$ cat config.mk
export PLATFORM = sky130hd
export DESIGN_NAME = mem_port_arbiter
export DESIGN_NICKNAME = d
export VERILOG_FILES = /design/src/rtl/mem_arb_pkg.sv /design/src/rtl/mem_port_arbiter.sv
export SDC_FILE = /design/constraint.sdc
export NUM_CORES = 1
export LEC_CHECK = 0
export CAP_MARGIN = 20
export CORE_MARGIN = 4
export CORE_UTILIZATION = 55
export DETAILED_ROUTE_END_ITERATION = 6
export DONT_BUFFER_PORTS = 1
export MAX_ROUTING_LAYER = met4
export PLACE_DENSITY = 0.7
export SLEW_MARGIN = 20
export SYNTH_ARGS = -nofsm -noshare
export SYNTH_HDL_FRONTEND = slang
export SYNTH_SLANG_ARGS = --single-unit
export TNS_END_PERCENT = 20
$ cat constraint.sdc
create_clock -name clk -period 1.8 [get_ports clk]
set_input_delay 0.54 -clock clk [delete_from_list [all_inputs] [get_ports clk]]
set_output_delay 0.54 -clock clk [all_outputs]
set_load 0.02 [all_outputs]
$ cat src/rtl/mem_arb_pkg.sv
// Shared types and default widths for the IF/MEM backing-memory arbiter.
package mem_arb_pkg;

  localparam int DEF_ADDR_W = 32;
  localparam int DEF_DATA_W = 32;

  typedef enum logic [1:0] {
    IDLE,
    BUSY_D,
    BUSY_I,
    RESP
  } arbState_t;

  // Command presented to the backing memory; widths follow the package defaults.
  typedef struct packed {
    logic                        we;
    logic [DEF_ADDR_W-1:0]       addr;
    logic [DEF_DATA_W-1:0]       wdata;
    logic [DEF_DATA_W/8-1:0]     be;
  } memCmd_t;

endpackage

$ cat src/rtl/mem_port_arbiter.sv
// Single-port memory arbiter: load/store beats fetch, one req/ack transaction at a time,
// with per-stage stalls and dropping of fetches killed by a taken branch.
module mem_port_arbiter
  import mem_arb_pkg::*;
#(
  parameter int ADDR_W = DEF_ADDR_W,
  parameter int DATA_W = DEF_DATA_W
) (
  input  logic                clk,
  input  logic                rst_n,
  input  logic                if_req,
  input  logic [ADDR_W-1:0]   if_addr,
  input  logic                if_kill,
  output logic [DATA_W-1:0]   if_rdata,
  output logic                if_valid,
  input  logic                dm_req,
  input  logic                dm_we,
  input  logic [ADDR_W-1:0]   dm_addr,
  input  logic [DATA_W-1:0]   dm_wdata,
  input  logic [DATA_W/8-1:0] dm_be,
  output logic [DATA_W-1:0]   dm_rdata,
  output logic                dm_valid,
  output logic                mem_req,
  output logic                mem_we,
  output logic [ADDR_W-1:0]   mem_addr,
  output logic [DATA_W-1:0]   mem_wdata,
  output logic [DATA_W/8-1:0] mem_be,
  input  logic                mem_ack,
  input  logic [DATA_W-1:0]   mem_rdata,
  output logic                stall_if,
  output logic                stall_mem,
  output logic                err
);

  arbState_t             state;
  memCmd_t               cmdReg;
  logic                  memReq;
  logic                  respFetch;
  logic                  dropFetch;
  logic                  errReg;
  logic [DATA_W-1:0]     ifData;
  logic [DATA_W-1:0]     dmData;

  // Requests are only sampled in IDLE, so a req still high during RESP cannot be re-accepted.
  always_ff @(posedge clk or negedge rst_n) begin
    if (!rst_n) begin
      state     <= IDLE;
      cmdReg    <= '0;
      memReq    <= 1'b0;
      respFetch <= 1'b0;
      dropFetch <= 1'b0;
      errReg    <= 1'b0;
      ifData    <= '0;
      dmData    <= '0;
    end else begin
      case (state)
        IDLE: begin
          if (mem_ack) errReg <= 1'b1;
          if (dm_req) begin
            cmdReg <= '{we: dm_we, addr: dm_addr, wdata: dm_wdata, be: dm_be};
            memReq <= 1'b1;
            state  <= BUSY_D;
          end else if (if_req && !if_kill) begin
            cmdReg <= '{we: 1'b0, addr: if_addr, wdata: '0, be: '0};
            memReq <= 1'b1;
            state  <= BUSY_I;
          end
        end
        BUSY_D: begin
          if (mem_ack) begin
            dmData    <= mem_rdata;
            memReq    <= 1'b0;
            respFetch <= 1'b0;
            state     <= RESP;
          end
        end
        BUSY_I: begin
          // A killed fetch still completes on memory; only its response is discarded.
          if (if_kill) dropFetch <= 1'b1;
          if (mem_ack) begin
            ifData    <= mem_rdata;
            memReq    <= 1'b0;
            respFetch <= 1'b1;
            state     <= RESP;
          end
        end
        RESP: begin
          if (mem_ack) errReg <= 1'b1;
          dropFetch <= 1'b0;
          state     <= IDLE;
        end
        default: state <= IDLE;
      endcase
    end
  end

  assign mem_req   = memReq;
  assign mem_we    = cmdReg.we;
  assign mem_addr  = cmdReg.addr;
  assign mem_wdata = cmdReg.wdata;
  assign mem_be    = cmdReg.be;

  assign if_rdata  = ifData;
  assign dm_rdata  = dmData;
  assign err       = errReg;

  // A kill arriving during the fetch's own RESP cycle must still suppress its pulse.
  assign if_valid  = (state == RESP) && respFetch && !dropFetch && !if_kill;
  assign dm_valid  = (state == RESP) && !respFetch;

  assign stall_if  = if_req & ~if_valid;
  assign stall_mem = dm_req & ~dm_valid;

endmodule
==> impl_metrics.csv, run 1 <==
group,metric,value,unit
status,status,"finished, violations left",
status,violations,"negative hold slack, negative setup slack",
die,die_area,0.0122,sq mm
worst_setup_path,worst_path_max_delay_cell,"dfrtp_1",
yosys,synthSimpleGateAreaFrac,1.21,%
sta,hold_slack,-278,ps
global_route,grt-ovfl-total,0,
detailed_routing,drt-pass1-iter-count,4,
yosys,ys_top_cells_by_area,"dfrtp_1 60%, mux2_2 19%, mux2_4 8.3%, a22o_1 5.8%, buf_2 1.3%",
detailed_routing,routedWlPerCell,23.7,um
layout,antenna_cells,0,
die,die-width,111,um
yosys,synth_ff_type,"dfrtp_1",
yosys,ys_types,25,
worst_setup_path,worstPathRequired,1260,ps
cts,cts-root-buf,"clkbuf_8",
global_route,grtUsageTotal,20.4,%
job,max-cap-violations,0,
yosys,yosysWarnings,0,
yosys,synth_top_area_share,60.1,%
detailed_routing,wl_met3,1280,um
global_route,grt_pass1_wl,19100,um
sta,period_minus_slack,2120,ps
detailed_routing,drt-vias-per-instance,5.90,
die,pin_count,278,
global_route,antenna_found_initial,0,
worst_setup_path,r2r_start,"state[0]",
worst_setup_path,cp_top_family,"flip-flops",
layout,drive_above_1_share,48.1,%
yosys,seq_area_frac_synth,60.1,%
yosys,synth_area,0.00579,sq mm
worst_setup_path,cp_num_buf_inv,2,
sta,fin_crit_sh,118,%
yosys,synth_most_common_cell,"dfrtp_1",
layout,multi_input_area,0.00218,sq mm
global_route,grt_pass1_vias,3357,
sta,drv_slew,0,
placed_design,port_buffers,0,
detailed_routing,num_vias,3097,
layout,area_growth,15.7,%
power_and_ir_drop,peakVddDrop,1.18,mV
sta,rsz0062_at_grt,"true",
sta,finClkSkew,7.96,ps
yosys,yosys_register_bits,139,
detailed_routing,top_layer,"met4",
placed_design,gp_congestion,0.786,
power_and_ir_drop,p_leak,3.07,nW
sta,tightestPinTransition,369,ps
sta,timing.final.ws_setup,-322,ps
cts,cts_buffer_depth,2,
detailed_routing,ant_nets,0,
yosys,yosys-top-cells-count,"139 x dfrtp_1, 98 x mux2_2, 38 x a22o_1",
worst_setup_path,critPathMaxStageDelay,420,ps
yosys,synthArstFlopShare,100,%
global_route,grt_start_max_net_pins,140,
layout,fill_cells,734,
worst_setup_path,r2r-end,"mem_addr[0]",
die,die_h,111,um
worst_setup_path,rrSetupSlack,50,ps
layout,final_nets,521,
cts,htreeDepth,4,
sta,fmax,471,MHz
detailed_routing,route.detailed.drc,0,
detailed_routing,drt-met1-wl,4480,um
detailed_routing,wirelength,12400,um
yosys,synthMuxAreaShare,27.6,%
die,initial_core_util,56.3,%
power_and_ir_drop,totalPowerFinal,0.0148,W
layout,seq_area,0.00348,sq mm
worst_setup_path,startpoint_type,"register",
cts,clock_latency,510,ps
detailed_routing,route.met2.wl,6390,um
detailed_routing,drt-initial-drc-count,137,
worst_setup_path,cp_max_fo,2,
worst_setup_path,worstSetupPathType,"reg -> out",
yosys,postSynthCellCount,362,
placed_design,dp_hpwl,8660,um
yosys,synth_compound_area_share,6.77,%
min_path,hold_class,"in -> async",
worst_setup_path,crit_path_end,"stall_mem",
cts,clock-sinks,139,
sta,hold_viol,139,
sta,relSlewSlack,75.4,%
worst_setup_path,cp-startpoint,"state[0]",
worst_setup_path,end_kind,"primary output",
yosys,synth_edf_count,0,
cts,clk_pin_slew,60,ps
worst_setup_path,cp_num_cells,5,
sta,setup-violations-final,4,
yosys,syn-num-nets,507,
cts,cts_tree,"built",
power_and_ir_drop,cellPowerDensity,2210,mW/mm^2
die,core_area,0.0103,sq mm
yosys,synthAdderAreaFrac,1.30,%
worst_setup_path,crit_arrival,1580,ps
die,num_rows,37,
yosys,avgSynthCellArea,16.0,sq um
worst_setup_path,reg2regPathDepth,6,
worst_setup_path,crit_chain,"ha_4 > buf_6 > nor2b_4 > nor2_1 > buf_4",
cts,cts_made_buffers,17,
yosys,synthXorXnorAreaFrac,0,%
yosys,synth_top_family_by_area,"multiplexers",
yosys,yosys.area.top_type,"dfrtp_1",
[logic make-up after synthesis]
family,count (synthesis)
AOI/OAI and AO/OA,46
DFF,139
adders and majority gates,6
buffers and inverters,29
muxes,131
and+or+nand+nor,11
[power by group]
group | internal [W] | leakage, nW | total, W | switching (W)
clock network | 0.00226 | 0.296 | 0.00358 | 0.00132
logic | 0.00229 | 1.10 | 0.00351 | 0.00122
registers | 0.00466 | 1.67 | 0.00773 | 0.00307
[state kept, by name, summed over array words and instances (netlist names)]
name / cells
dm_rdata: 32
err: 1
mem_addr: 32
if_rdata: 32
state: 2
mem_we: 1
mem_req: 1
dropFetch: 1
mem_be: 4
mem_wdata: 32
respFetch: 1
[worst min-delay path by stage]
stage | start | end
floorplan | rst_n | dm_rdata[0]
global placement | rst_n | dm_rdata[14]
detailed placement | rst_n | dm_rdata[14]
CTS | rst_n | dm_rdata[14]
global route | rst_n | dm_rdata[14]
finish | rst_n | dm_rdata[14]
[routing by layer]
layer  track usage [%]  vias to the layer above
met5                 -                        -
met4              8.05                        0
met3              8.99                       23
met2              32.7                      164
met1              22.4                     1573
li1                  -                     1337
[through the flow]
step           std cells  setup slack, ps  cell area (sq um)  TNS (ps)  util (%)
6_report             525             -322               6700     -1120      65.1
4_1_cts              522             -336               6610     -1200      64.3
3_3_place_gp         487              131               5960         0      58.0
5_1_grt              525             -386               6700     -1420      65.1
3_5_place_dp         487             87.3               5960         0      58.0
2_1_floorplan        362             34.0               5800         0         -
[cells in the final DEF, fill, tap and decap left out]
master,count
clkinv_2,3
clkbuf_16,18
mux2_2,98
nor2b_1,2
o2bb2ai_1,1
buf_6,1
nor4bb_4,1
o21ai_0,2
clkinv_4,2
a31oi_1,1
inv_1,4
a21bo_4,1
and2_1,1
dfrtp_1,139
mux2_4,32
ha_4,2
inv_2,3
buf_16,1
mux2i_1,1
buf_12,3
inv_6,3
a22o_1,38
ha_1,4
buf_4,10
clkbuf_8,1
a32oi_1,1
nor2_1,1
a211oi_1,1
o21bai_1,1
clkinvlp_4,2
nor2b_4,1
nand2b_1,1
clkbuf_1,1
nand2b_4,1
nand2_1,3
bufinv_16,4
[repair_timing]
action	CTS	global route
setup buffers	3	1
cloned	0	2
pin swaps	3	2
endpoints found under the setup margin	4	75
resized for setup	4	6
endpoints found under the hold margin	139	139
[area by class of cell]
class	instances	share of cell area (%)
well taps	136	2.54
clock buffers	18	6.24
repair buffers	17	3.35
inverters	7	0.392
multi-input cells	194	32.6
clock inverters	14	2.90
flip-flops and latches	139	52.0
(Power assumes the default switching activity.)
==> run 2, diff against run 1 <==
--- a/config.mk
+++ b/config.mk
@@ -7,11 +7,11 @@
 export LEC_CHECK = 0
 export CAP_MARGIN = 20
 export CORE_MARGIN = 4
-export CORE_UTILIZATION = 55
+export CORE_UTILIZATION = 45
 export DETAILED_ROUTE_END_ITERATION = 6
 export DONT_BUFFER_PORTS = 1
 export MAX_ROUTING_LAYER = met4
-export PLACE_DENSITY = 0.7
+export PLACE_DENSITY = 0.6
 export SLEW_MARGIN = 20
 export SYNTH_ARGS = -nofsm -noshare
 export SYNTH_HDL_FRONTEND = slang
==> impl_metrics.csv, run 2 (synthesized netlist as in run 1, its figures left out) <==
group,metric,value,unit
cts,clk_pin_slew,60,ps
status,violations,"negative hold slack, negative setup slack",
power_and_ir_drop,totalPowerFinal,0.0146,W
worst_setup_path,worstSetupPathType,"reg -> out",
min_path,hold_class,"in -> async",
cts,cts_buffer_depth,2,
cts,cts_made_buffers,17,
sta,hold_slack,-185,ps
die,die-width,121,um
layout,fin_util,53.0,%
detailed_routing,routedWlPerCell,22.7,um
power_and_ir_drop,cellPowerDensity,2190,mW/mm^2
global_route,grt_pass1_vias,3365,
die,die_h,121,um
status,status,"finished, violations left",
layout,final_cell_mix,"139 x dfrtp_1, 98 x mux2_2, 38 x a22o_1, 32 x mux2_4, 18 x clkbuf_16",
die,die_area,0.0147,sq mm
die,initial_core_util,45.8,%
die,core_area,0.0126,sq mm
cts,clock-sinks,139,
sta,period_minus_slack,1980,ps
job,max-cap-violations,0,
layout,layout_commonest_cell,"dfrtp_1",
layout,area_growth,15.6,%
die,pin_count,278,
layout,fill_cells,1079,
sta,hold_viol,139,
global_route,antenna_found_initial,0,
sta,finClkSkew,3.92,ps
sta,fin_crit_sh,110,%
detailed_routing,drt-initial-drc-count,135,
worst_setup_path,critPathMaxStageDelay,350,ps
power_and_ir_drop,p_leak,3.04,nW
sta,relSlewSlack,74.4,%
detailed_routing,num_vias,3098,
sta,fmax,506,MHz
layout,drive_above_1_share,48.2,%
detailed_routing,route.detailed.drc,0,
worst_setup_path,crit_chain,"ha_2 > nor4bb_4 > nor2b_1 > buf_4",
global_route,grtUsageTotal,17.6,%
cts,cts-root-buf,"clkbuf_16",
worst_setup_path,cp_max_fo,3,
placed_design,dp_hpwl,8910,um
sta,timing.final.ws_setup,-178,ps
global_route,grt_start_max_net_pins,140,
cts,cts_tree,"built",
worst_setup_path,crit_arrival,1440,ps
sta,drv_slew,0,
worst_setup_path,worst_path_max_delay_cell,"dfrtp_1",
detailed_routing,wirelength,12700,um
detailed_routing,drt-pass1-iter-count,4,
layout,antenna_cells,0,
sta,setup-violations-final,4,
sta,tightestPinTransition,384,ps
worst_setup_path,worstPathRequired,1260,ps
cts,htreeDepth,4,
worst_setup_path,end_kind,"primary output",
worst_setup_path,startpoint_type,"register",
global_route,grt-ovfl-total,0,
die,num_rows,41,
sta,rsz0062_at_grt,"true",
global_route,grt_pass1_wl,18900,um
placed_design,port_buffers,0,
cts,clock_latency,410,ps
power_and_ir_drop,peakVddDrop,0.913,mV
detailed_routing,drt-vias-per-instance,5.53,
layout,final_nets,520,
placed_design,gp_congestion,0.719,
detailed_routing,ant_nets,0,
## run 2: area by class of cell
class | instances | area, sq um | share of cell area (%)
tap | 172 | 215 | 3.22
clock buffer | 19 | 453 | 6.77
clock inverter | 13 | 143 | 2.13
sequential | 139 | 3480 | 52.0
timing repair buffer | 16 | 199 | 2.97
inverter | 7 | 31.3 | 0.468
multi-input combinational | 194 | 2170 | 32.4
## run 2: where the power goes
| part | internal, W | leakage, nW | total (W) | switching, W |
|---|---|---|---|---|
| sequential | 0.00466 | 1.67 | 0.00770 | 0.00304 |
| combinational | 0.00225 | 1.09 | 0.00348 | 0.00123 |
| clock | 0.00212 | 0.278 | 0.00344 | 0.00133 |
## run 2: per-stage QoR
step                area, sq um  setup slack, ps  setup TNS [ps]  instances  hold WS [ps]
floorplan                  5800             34.0               0        362           244
global placement           6000             86.2               0        522           248
global route               6690             -262            -788        560          -211
CTS                        6620             -200            -564        557          -206
detailed placement         6000             63.4               0        522           248
finish                     6690             -178            -498        560          -185
## run 2: critical path: cells and delay by family (launching register included)
kind                       cells  cell delay [ps]
adders and majority gates      1              190
buffers and inverters          1              160
DFF                            1              350
and+or+nand+nor                2              320
## run 2: worst paths after layout
kind / startpoint / to / slack, ps / depth (start not counted)
hold reg to reg: respFetch / respFetch / 570 / 1
max in group asynchronous: rst_n / mem_wdata[11] / 1820 / 0
setup / recovery: state[1] / stall_if / -180 / 4
setup reg to reg: state[1] / mem_addr[4] / 60 / 7
min in group clk: dm_wdata[16] / mem_wdata[16] / 250 / 1
hold / removal: rst_n / mem_addr[31] / -180 / 0
## run 2: timing repair
item	CTS	global route
resized for setup	1	10
setup buffers	3	2
pin swaps	2	3
setup endpoints to repair	4	47
hold endpoints to repair	139	139
cloned	0	1
## run 2: routing by layer
layer / GRT usage, % / wire length, um / vias to the layer above
met1: 18.5 / 4500 / 1585
met2: 29.0 / 6650 / 157
met3: 7.41 / 1310 / 20
met4: 7.56 / 227 / 0
met5: - / 0 / -
li1: - / - / 1336
